<file path="src/rtl/sam_video_address_if.sv">
// Signal bundle between the VDG timing outputs, the video address generator
// and the RAM address multiplexer.
interface sam_video_address_if;
  logic        da0;
  logic        hsn;
  logic        fsn;
  logic        ag;
  logic [2:0]  gm;
  logic [6:0]  base;
  logic [15:0] addr;
  logic        fetch;
  logic [3:0]  row_rep;

  // Address generator side: consumes VDG timing and mode, drives the RAM address.
  modport slave (
    input  da0, hsn, fsn, ag, gm, base,
    output addr, fetch, row_rep
  );

  // VDG / mode-register side.
  modport master (
    output da0, hsn, fsn, ag, gm, base,
    input  addr, fetch, row_rep
  );
endinterface

</file>
<file path="src/rtl/sam_video_address.sv">
// Display-RAM address generator: turns VDG fetch/row/frame strobes into byte
// addresses, applying per-mode row repetition and row width.
module sam_video_address (
  input  logic                 clk,
  input  logic                 rst,
  sam_video_address_if.slave   bus
);

  logic        r_da0_s1, r_da0_s2;
  logic        r_hsn_s1, r_hsn_s2;
  logic        r_fsn_s1, r_fsn_s2;
  logic [3:0]  r_mode;
  logic [15:0] r_addr;
  logic [15:0] r_line_start;
  logic [5:0]  r_col;
  logic [3:0]  r_rep;
  logic        r_fetch;

  logic        w_da0_rise;
  logic        w_hsn_fall;
  logic        w_fsn_fall;
  logic [3:0]  w_div_m1;
  logic [5:0]  w_bytes;

  always_ff @(posedge clk) begin
    if (rst) begin
      r_da0_s1 <= 1'b0;
      r_da0_s2 <= 1'b0;
      r_hsn_s1 <= 1'b1;
      r_hsn_s2 <= 1'b1;
      r_fsn_s1 <= 1'b1;
      r_fsn_s2 <= 1'b1;
    end else begin
      r_da0_s1 <= bus.da0;
      r_da0_s2 <= r_da0_s1;
      r_hsn_s1 <= bus.hsn;
      r_hsn_s2 <= r_hsn_s1;
      r_fsn_s1 <= bus.fsn;
      r_fsn_s2 <= r_fsn_s1;
    end
  end

  assign w_da0_rise = r_da0_s1 & ~r_da0_s2;
  assign w_hsn_fall = ~r_hsn_s1 & r_hsn_s2;
  assign w_fsn_fall = ~r_fsn_s1 & r_fsn_s2;

  // Geometry of the latched mode: repeat count minus one and bytes per row.
  always_comb begin
    w_div_m1 = 4'd11;
    w_bytes  = 6'd32;
    if (r_mode[3]) begin
      case (r_mode[2:0])
        3'd0, 3'd1: begin w_div_m1 = 4'd2; w_bytes = 6'd16; end
        3'd2:       begin w_div_m1 = 4'd2; w_bytes = 6'd32; end
        3'd3:       begin w_div_m1 = 4'd1; w_bytes = 6'd16; end
        3'd4:       begin w_div_m1 = 4'd1; w_bytes = 6'd32; end
        3'd5:       begin w_div_m1 = 4'd0; w_bytes = 6'd16; end
        default:    begin w_div_m1 = 4'd0; w_bytes = 6'd32; end
      endcase
    end
  end

  // Frame sync beats row sync beats fetch; a losing event is dropped outright.
  always_ff @(posedge clk) begin
    if (rst) begin
      r_mode       <= 4'b0000;
      r_addr       <= 16'h0000;
      r_line_start <= 16'h0000;
      r_col        <= 6'd0;
      r_rep        <= 4'd0;
      r_fetch      <= 1'b0;
    end else begin
      r_fetch <= 1'b0;
      if (w_fsn_fall) begin
        r_mode       <= {bus.ag, bus.gm};
        r_addr       <= {bus.base, 9'b0};
        r_line_start <= {bus.base, 9'b0};
        r_col        <= 6'd0;
        r_rep        <= 4'd0;
      end else if (w_hsn_fall) begin
        r_col <= 6'd0;
        if (r_rep == w_div_m1) begin
          r_rep        <= 4'd0;
          r_line_start <= r_addr;
        end else begin
          r_rep  <= r_rep + 4'd1;
          r_addr <= r_line_start;
        end
      end else if (w_da0_rise && (r_col < w_bytes)) begin
        r_addr  <= r_addr + 16'd1;
        r_col   <= r_col + 6'd1;
        r_fetch <= 1'b1;
      end
    end
  end

  assign bus.addr    = r_addr;
  assign bus.fetch   = r_fetch;
  assign bus.row_rep = r_rep;

endmodule

</file>
<file path="src/flat_wrapper.sv">
// flat-port wrapper written by rule: the top's interface ports become plain ports
module sam_video_address_flat 
  (clk, rst, bus_da0, bus_hsn, bus_fsn, bus_ag, bus_gm, bus_base, bus_addr, bus_fetch, bus_row_rep);
  sam_video_address_if bus_i ();
  input  logic clk;
  input  logic rst;
  input wire logic [$bits(bus_i.da0)-1:0] bus_da0;
  input wire logic [$bits(bus_i.hsn)-1:0] bus_hsn;
  input wire logic [$bits(bus_i.fsn)-1:0] bus_fsn;
  input wire logic [$bits(bus_i.ag)-1:0] bus_ag;
  input wire logic [$bits(bus_i.gm)-1:0] bus_gm;
  input wire logic [$bits(bus_i.base)-1:0] bus_base;
  output wire logic [$bits(bus_i.addr)-1:0] bus_addr;
  output wire logic [$bits(bus_i.fetch)-1:0] bus_fetch;
  output wire logic [$bits(bus_i.row_rep)-1:0] bus_row_rep;
  assign bus_i.da0 = bus_da0;
  assign bus_i.hsn = bus_hsn;
  assign bus_i.fsn = bus_fsn;
  assign bus_i.ag = bus_ag;
  assign bus_i.gm = bus_gm;
  assign bus_i.base = bus_base;
  assign bus_addr = bus_i.addr;
  assign bus_fetch = bus_i.fetch;
  assign bus_row_rep = bus_i.row_rep;
  sam_video_address u_core (.clk(clk), .rst(rst), .bus(bus_i));
endmodule
</file>
<file path="config.mk">
export PLATFORM = sky130hd
export DESIGN_NAME = sam_video_address_flat
export DESIGN_NICKNAME = d
export VERILOG_FILES = /design/src/rtl/sam_video_address_if.sv /design/src/rtl/sam_video_address.sv /design/src/flat_wrapper.sv
export SDC_FILE = /design/constraint.sdc
export NUM_CORES = 1
export LEC_CHECK = 0
export BUFFER_PORTS_ARGS = -buffer_cell sky130_fd_sc_hd__buf_2
export CAP_MARGIN = 20
export CORE_MARGIN = 8
export CORE_UTILIZATION = 50
export CTS_CLUSTER_DIAMETER = 30
export DETAILED_ROUTE_END_ITERATION = 6
export PLACE_DENSITY = 0.71
export SLEW_MARGIN = 20
export SYNTH_ARGS = -nofsm -noshare
export SYNTH_HDL_FRONTEND = slang
export SYNTH_SLANG_ARGS = --single-unit
</file>
<file path="constraint.sdc">
create_clock -name clk -period 2.8 [get_ports clk]
set_input_delay 0.56 -clock clk [delete_from_list [all_inputs] [get_ports clk]]
set_output_delay 0.56 -clock clk [all_outputs]
set_load 0.05 [all_outputs]
</file>
# --- Word level (Yosys, flattened, before mapping) ---
# Index checks and enable logic that the tools add are counted.
totals:
  rom_bits: 0
  ram_bits: 0
  reg_bits: 53
  input_bits: 16
  latchBits: 0
  mem_count: 0
  word_cells: 52
  out_inout_bits: 21
classes:
  n_addsub: 3
  n_shift: 0
  muxes: 12
  n_reduce_logical: 10
  eq_ne: 6
  div_mod_pow: 0
  order_cmp: 1
  bitwise_logic: 6
  mul: 0
ops:
  columns: ["operator", "count"]
  rows:
  - ["$mux 16", 6]
  - ["$add 16x1->16 const B", 1]
  - ["$mux 6", 2]
  - ["$mux 4", 2]
  - ["$add 6x1->6 const B", 1]
  - ["$eq 3x2->1 const B", 2]
  - ["$eq 3x3->1 const B", 2]
  - ["$lt 6x6->1", 1]
  - ["$reduce_or 3->1", 2]
  - ["$add 4x1->4 const B", 1]
  - ["$eq 4x4->1", 1]
  - ["$pmux 2 s2", 1]
  - ["$reduce_bool 2->1", 2]
  - ["$reduce_or 2->1", 2]
  - ["$reduce_or 4->1", 1]
  - ["$and 1x1->1", 3]
  - ["$eq 3x1->1 const B", 1]
  - ["$logic_not 3->1", 1]
  - ["$not 1->1", 3]
  - ["$reduce_bool 3->1", 1]
  - ["$logic_and 1x1->1", 1]
  - ["$mux 1", 1]

# --- Longest topological paths before layout ---
logic_depth:
  depth_word: 9
  mapped_depth: 10
  mapped_depth_nobuf: 9

# --- Worst setup path after synthesis ---
# OpenSTA, ideal clock, no wires.
synth_timing:
  path_kind: "reg2reg"
  from: "register u_core.r_rep[0] (netlist: u_core.bus.row_rep[0])"
  to: "register u_core.r_addr[12] (netlist: u_core.bus.addr[12])"
  period_less_slack_ns: 2.371
  setup_ns: 0.128
  t_required_ns: 2.672
  stages_incl_launch_ff: 6
  path_slack_ns: 0.429
  arrival_time_ns: 2.243
  path_buffers: 0
  path_cell_list: "dfxtp_1 -> or4_4 -> a221oi_4 -> mux2_2 -> a222oi_1 -> nor2_1"
synth_via:
  elab_chain_cells: 4
synth_rtl:
  columns: ["element", "line", "source"]
  rows:
  - ["from (decl)", "sam_video_address.sv:16", "logic [3:0] r_rep;"]
  - ["from (signal assigned)", "sam_video_address.sv:86", "r_rep <= r_rep + 4'd1;"]
  - ["$eq 4x4->1", "sam_video_address.sv:82", "if (r_rep == w_div_m1) begin"]
  - ["$mux 16 (3 in series)", null, null]
  - ["to (signal assigned)", "sam_video_address.sv:76", "r_addr <= {bus.base, 9'b0};"]
  - ["to (signal assigned)", "sam_video_address.sv:87", "r_addr <= r_line_start;"]
  - ["to (signal assigned)", "sam_video_address.sv:90", "r_addr <= r_addr + 16'd1;"]
  - ["to (decl)", "sam_video_address.sv:13", "logic [15:0] r_addr;"]
# No other way between the ends.
# A chain may end at the register's enable or synchronous reset.

# --- Final worst setup path ---
layout_timing:
  from: "register u_core.r_mode[2]"
  to: "register u_core.r_addr[12] (netlist: u_core.bus.addr[12])"
layout_via:
  elab_chain_cells: 8
  word_cells_on_any_way: 20
  classes_between: "order compare: 1; eq/ne: 6; mux: 7; reduce/logical: 6"
layout_rtl:
  columns: ["element", "line", "source"]
  rows:
  - ["from (decl)", "sam_video_address.sv:12", "logic [3:0] r_mode;"]
  - ["from (signal assigned)", "sam_video_address.sv:75", "r_mode <= {bus.ag, bus.gm};"]
  - ["parallel branches: the longest is 8 deep, another holds $lt 6x6->1", null, null]
# Parallel ways; which one is timed is not known.

==> flow_summary.ini <==
[detailed_routing]
drtIter0Drc = 176
met2_length_mm = 2.874
drc = 0
wl_met3_um = 352
ant_nets = 0
firstDrtPassIters = 4
wire_per_inst_um = 14.84
viasPerCell = 5.738
vias = 2433
wl_mm = 6.291
top_layer = met4
drt-met1-wl_mm = 2.998

[logic_synthesis]
ys_types = 51
yosys_warnings = 0
syn_avg_cell_area_um2 = 8.123
syn_inst = 317
synth_seq_cells = 53
syn_nets = 337
synth_seq_area_share_pct = 41.21
ys_async_sr_fraction_pct = 0
synth_edf_count = 0
syn_area_um2 = 2575
ys.flop_type = dfxtp_1

[global_route]
grt-ovfl-total = 0
antenna_found_initial = 0
grt_usage_pct = 17.23
grt_pass1_vias = 2321
grt_max_degree = 28
grt_pass1_wl_mm = 10.64

[critical_path]
slowest_stage = or4_4
crit_chain = and3b_1, or4_4, a221oi_4, buf_4, mux2_2, a222oi_1, nor2_1
arrival_ns = 2.66
critPathKind = reg -> reg
worst_setup_path_start_kind = flip-flop
cp-end-kind = flip-flop
ff2ff_path_depth = 7
critPathMaxFanout = 9
cp.required_ns = 2.99
cp_slowest_stage_delay_ns = 0.50

[final_layout]
layout_common_cells = dfxtp_1 (53), nand2_1 (50), buf_2 (36)
diodes = 0
fin_nets = 374
n_fill_cell = 480
layout_commonest_cell = dfxtp_1
syn_to_final_growth_pct = 14.04
drive_above_1_share_pct = 19.21
final_area_um2 = 2937

[timing]
max_freq_mhz = 406.1
timing.final.ws_setup_ns = 0.3377
final-hold-violation-count = 0
skew_ns = 0.007829
maxSlewViolCount = 0
period_needed_ns = 2.462
rsz0062_at_grt = false
tns_ns = 0
tightest_slew_ns = 0.6150
timing.hold.ws_ns = 0.4242
slew_headroom_pct = 58.85
setup_violations = 0
finalCritPeriodShare_pct = 87.94

[cts]
clk_pin_slew_ns = 0.09
cts.path.max_buffers = 2
cts_made_buffers = 5
clock_latency_ns = 0.31
cts.repair.resized = 0
cts_root_buffer = clkbuf_8
post_cts_buffers = 0
cts_sinks = 53
cts_max_level = 2
cts_tree = done
postCtsHoldBufs = 0

[min_path]
hold_depth = 2
holdCritPathClass = in -> reg

[die]
die_w_um = 87.77
die-area_um2 = 7703
core_area_um2 = 5042
initial_core_util_pct = 51.07
io_pins = 37
placementRows = 26
die_y_um = 87.77

[placed_design]
place_hpwl_mm = 4.502
dp_worst_setup_slack_ns = 0.3697
placed_area_um2 = 2846
io_buffers = 36
globalplace.congestion = 0.8503

[power]
ir_worst_vdd_mv = 0.2962
p_total_mw = 1.454
p_leak_nw = 1.172
cellPowerDensity_nw_per_um2 = 495.3

[flow_run]
maxCapViolCount = 0

[run_status]
outcome = complete, no violations
synthesized netlist by cell type, types with 3 or more instances:
cell type   n  area share (%)
a2bb2oi_1   6             2.0
nor2b_1     4            0.97
mux2_2      4             1.7
mux2i_1     4             1.6
o21ai_0    11             2.1
nand4_1     4            0.97
nor4_1      3            0.73
dfxtp_1    53              41
clkbuf_1   11             1.6
buf_2       3            0.58
ha_1        4             1.9
xor2_1      4             1.4
o31ai_1     3            0.87
nor2_1     27             3.9
a21oi_1    35             6.8
inv_1       5            0.73
nor3_1     12             2.3
or2_2       6             1.5
nand2_1    50             7.3
and3_1      6             1.5
a31oi_1     4            0.97
nand2b_1    4            0.97
nand3_1    13             2.5
final timing paths:
check / end / slack (ns) / from
min: u_core.r_hsn_s1$_SDFF_PP1_ / 0.42 / bus_hsn
max reg2reg: u_core.bus.addr[12]$_SDFFE_PP0P_ / 0.34 / u_core.r_mode[2]$_SDFFE_PP0P_
max: u_core.bus.addr[12]$_SDFFE_PP0P_ / 0.34 / u_core.r_mode[2]$_SDFFE_PP0P_
min reg2reg: u_core.r_line_start[2]$_SDFFE_PP0P_ / 0.46 / u_core.r_line_start[2]$_SDFFE_PP0P_
flip-flops by register name, summed over array words and instances, names as in the netlist:
| signal | count |
|---|---|
| u_core.r_col | 6 |
| u_core.bus.fetch | 1 |
| u_core.bus.addr | 16 |
| u_core.r_hsn_s1 | 1 |
| u_core.r_da0_s1 | 1 |
| u_core.bus.row_rep | 4 |
| u_core.r_line_start | 16 |
| u_core.r_da0_s2 | 1 |
| u_core.r_mode | 4 |
| u_core.r_hsn_s2 | 1 |
| u_core.r_fsn_s1 | 1 |
| u_core.r_fsn_s2 | 1 |
cell families (layout without fill, tap and decap cells):
kind of cell / Yosys count / in the layout / synth area share [%]
compound gates: 83 / 83 / 21.28
fa+ha+maj: 4 / 4 / 1.944
mux: 8 / 8 / 3.304
flops: 53 / 53 / 41.21
xor+xnor: 6 / 6 / 2.041
simple gates: 142 / 142 / 26.72
buf+inv: 21 / 58 / 3.498
layer usage:
layer,track usage (%),up-vias
met5,0,-
met2,28.73,51
li1,-,1209
met3,4.784,6
met1,20.79,1167
met4,5.469,0
report_power, final:
part	switching [mW]	internal (mW)	leakage, nW	total, mW
combinational	0.129	0.0684	0.697	0.197
sequential	0.0241	0.778	0.431	0.802
clock	0.259	0.196	0.0433	0.455
total	0.412	1.04	1.17	1.45
critical path: cells and delay by family (launching register included):
kind / cells / cell delay (ns)
and+or+nand+nor: 3 / 0.78
AOI/OAI and AO/OA: 2 / 0.62
DFF: 1 / 0.41
muxes: 1 / 0.34
buffers and inverters: 1 / 0.21
per-stage QoR:
step | utilization, % | instances
floorplan | - | 317
global placement | 56.45 | 417
detailed placement | 56.45 | 417
CTS | 58.24 | 424
global route | 58.24 | 424
finish | 58.24 | 424
cell type report:
class | instances | area [µm²] | area share [%]
Sequential cell | 53 | 1061 | 36.13
Tap cell | 70 | 87.58 | 2.983
Timing Repair Buffer | 46 | 255.2 | 8.692
Clock inverter | 1 | 7.507 | 0.2556
Clock buffer | 6 | 82.58 | 2.812
Multi-Input combinational cell | 243 | 1424 | 48.49
Inverter | 5 | 18.77 | 0.6391
(Power assumes the default switching activity.)
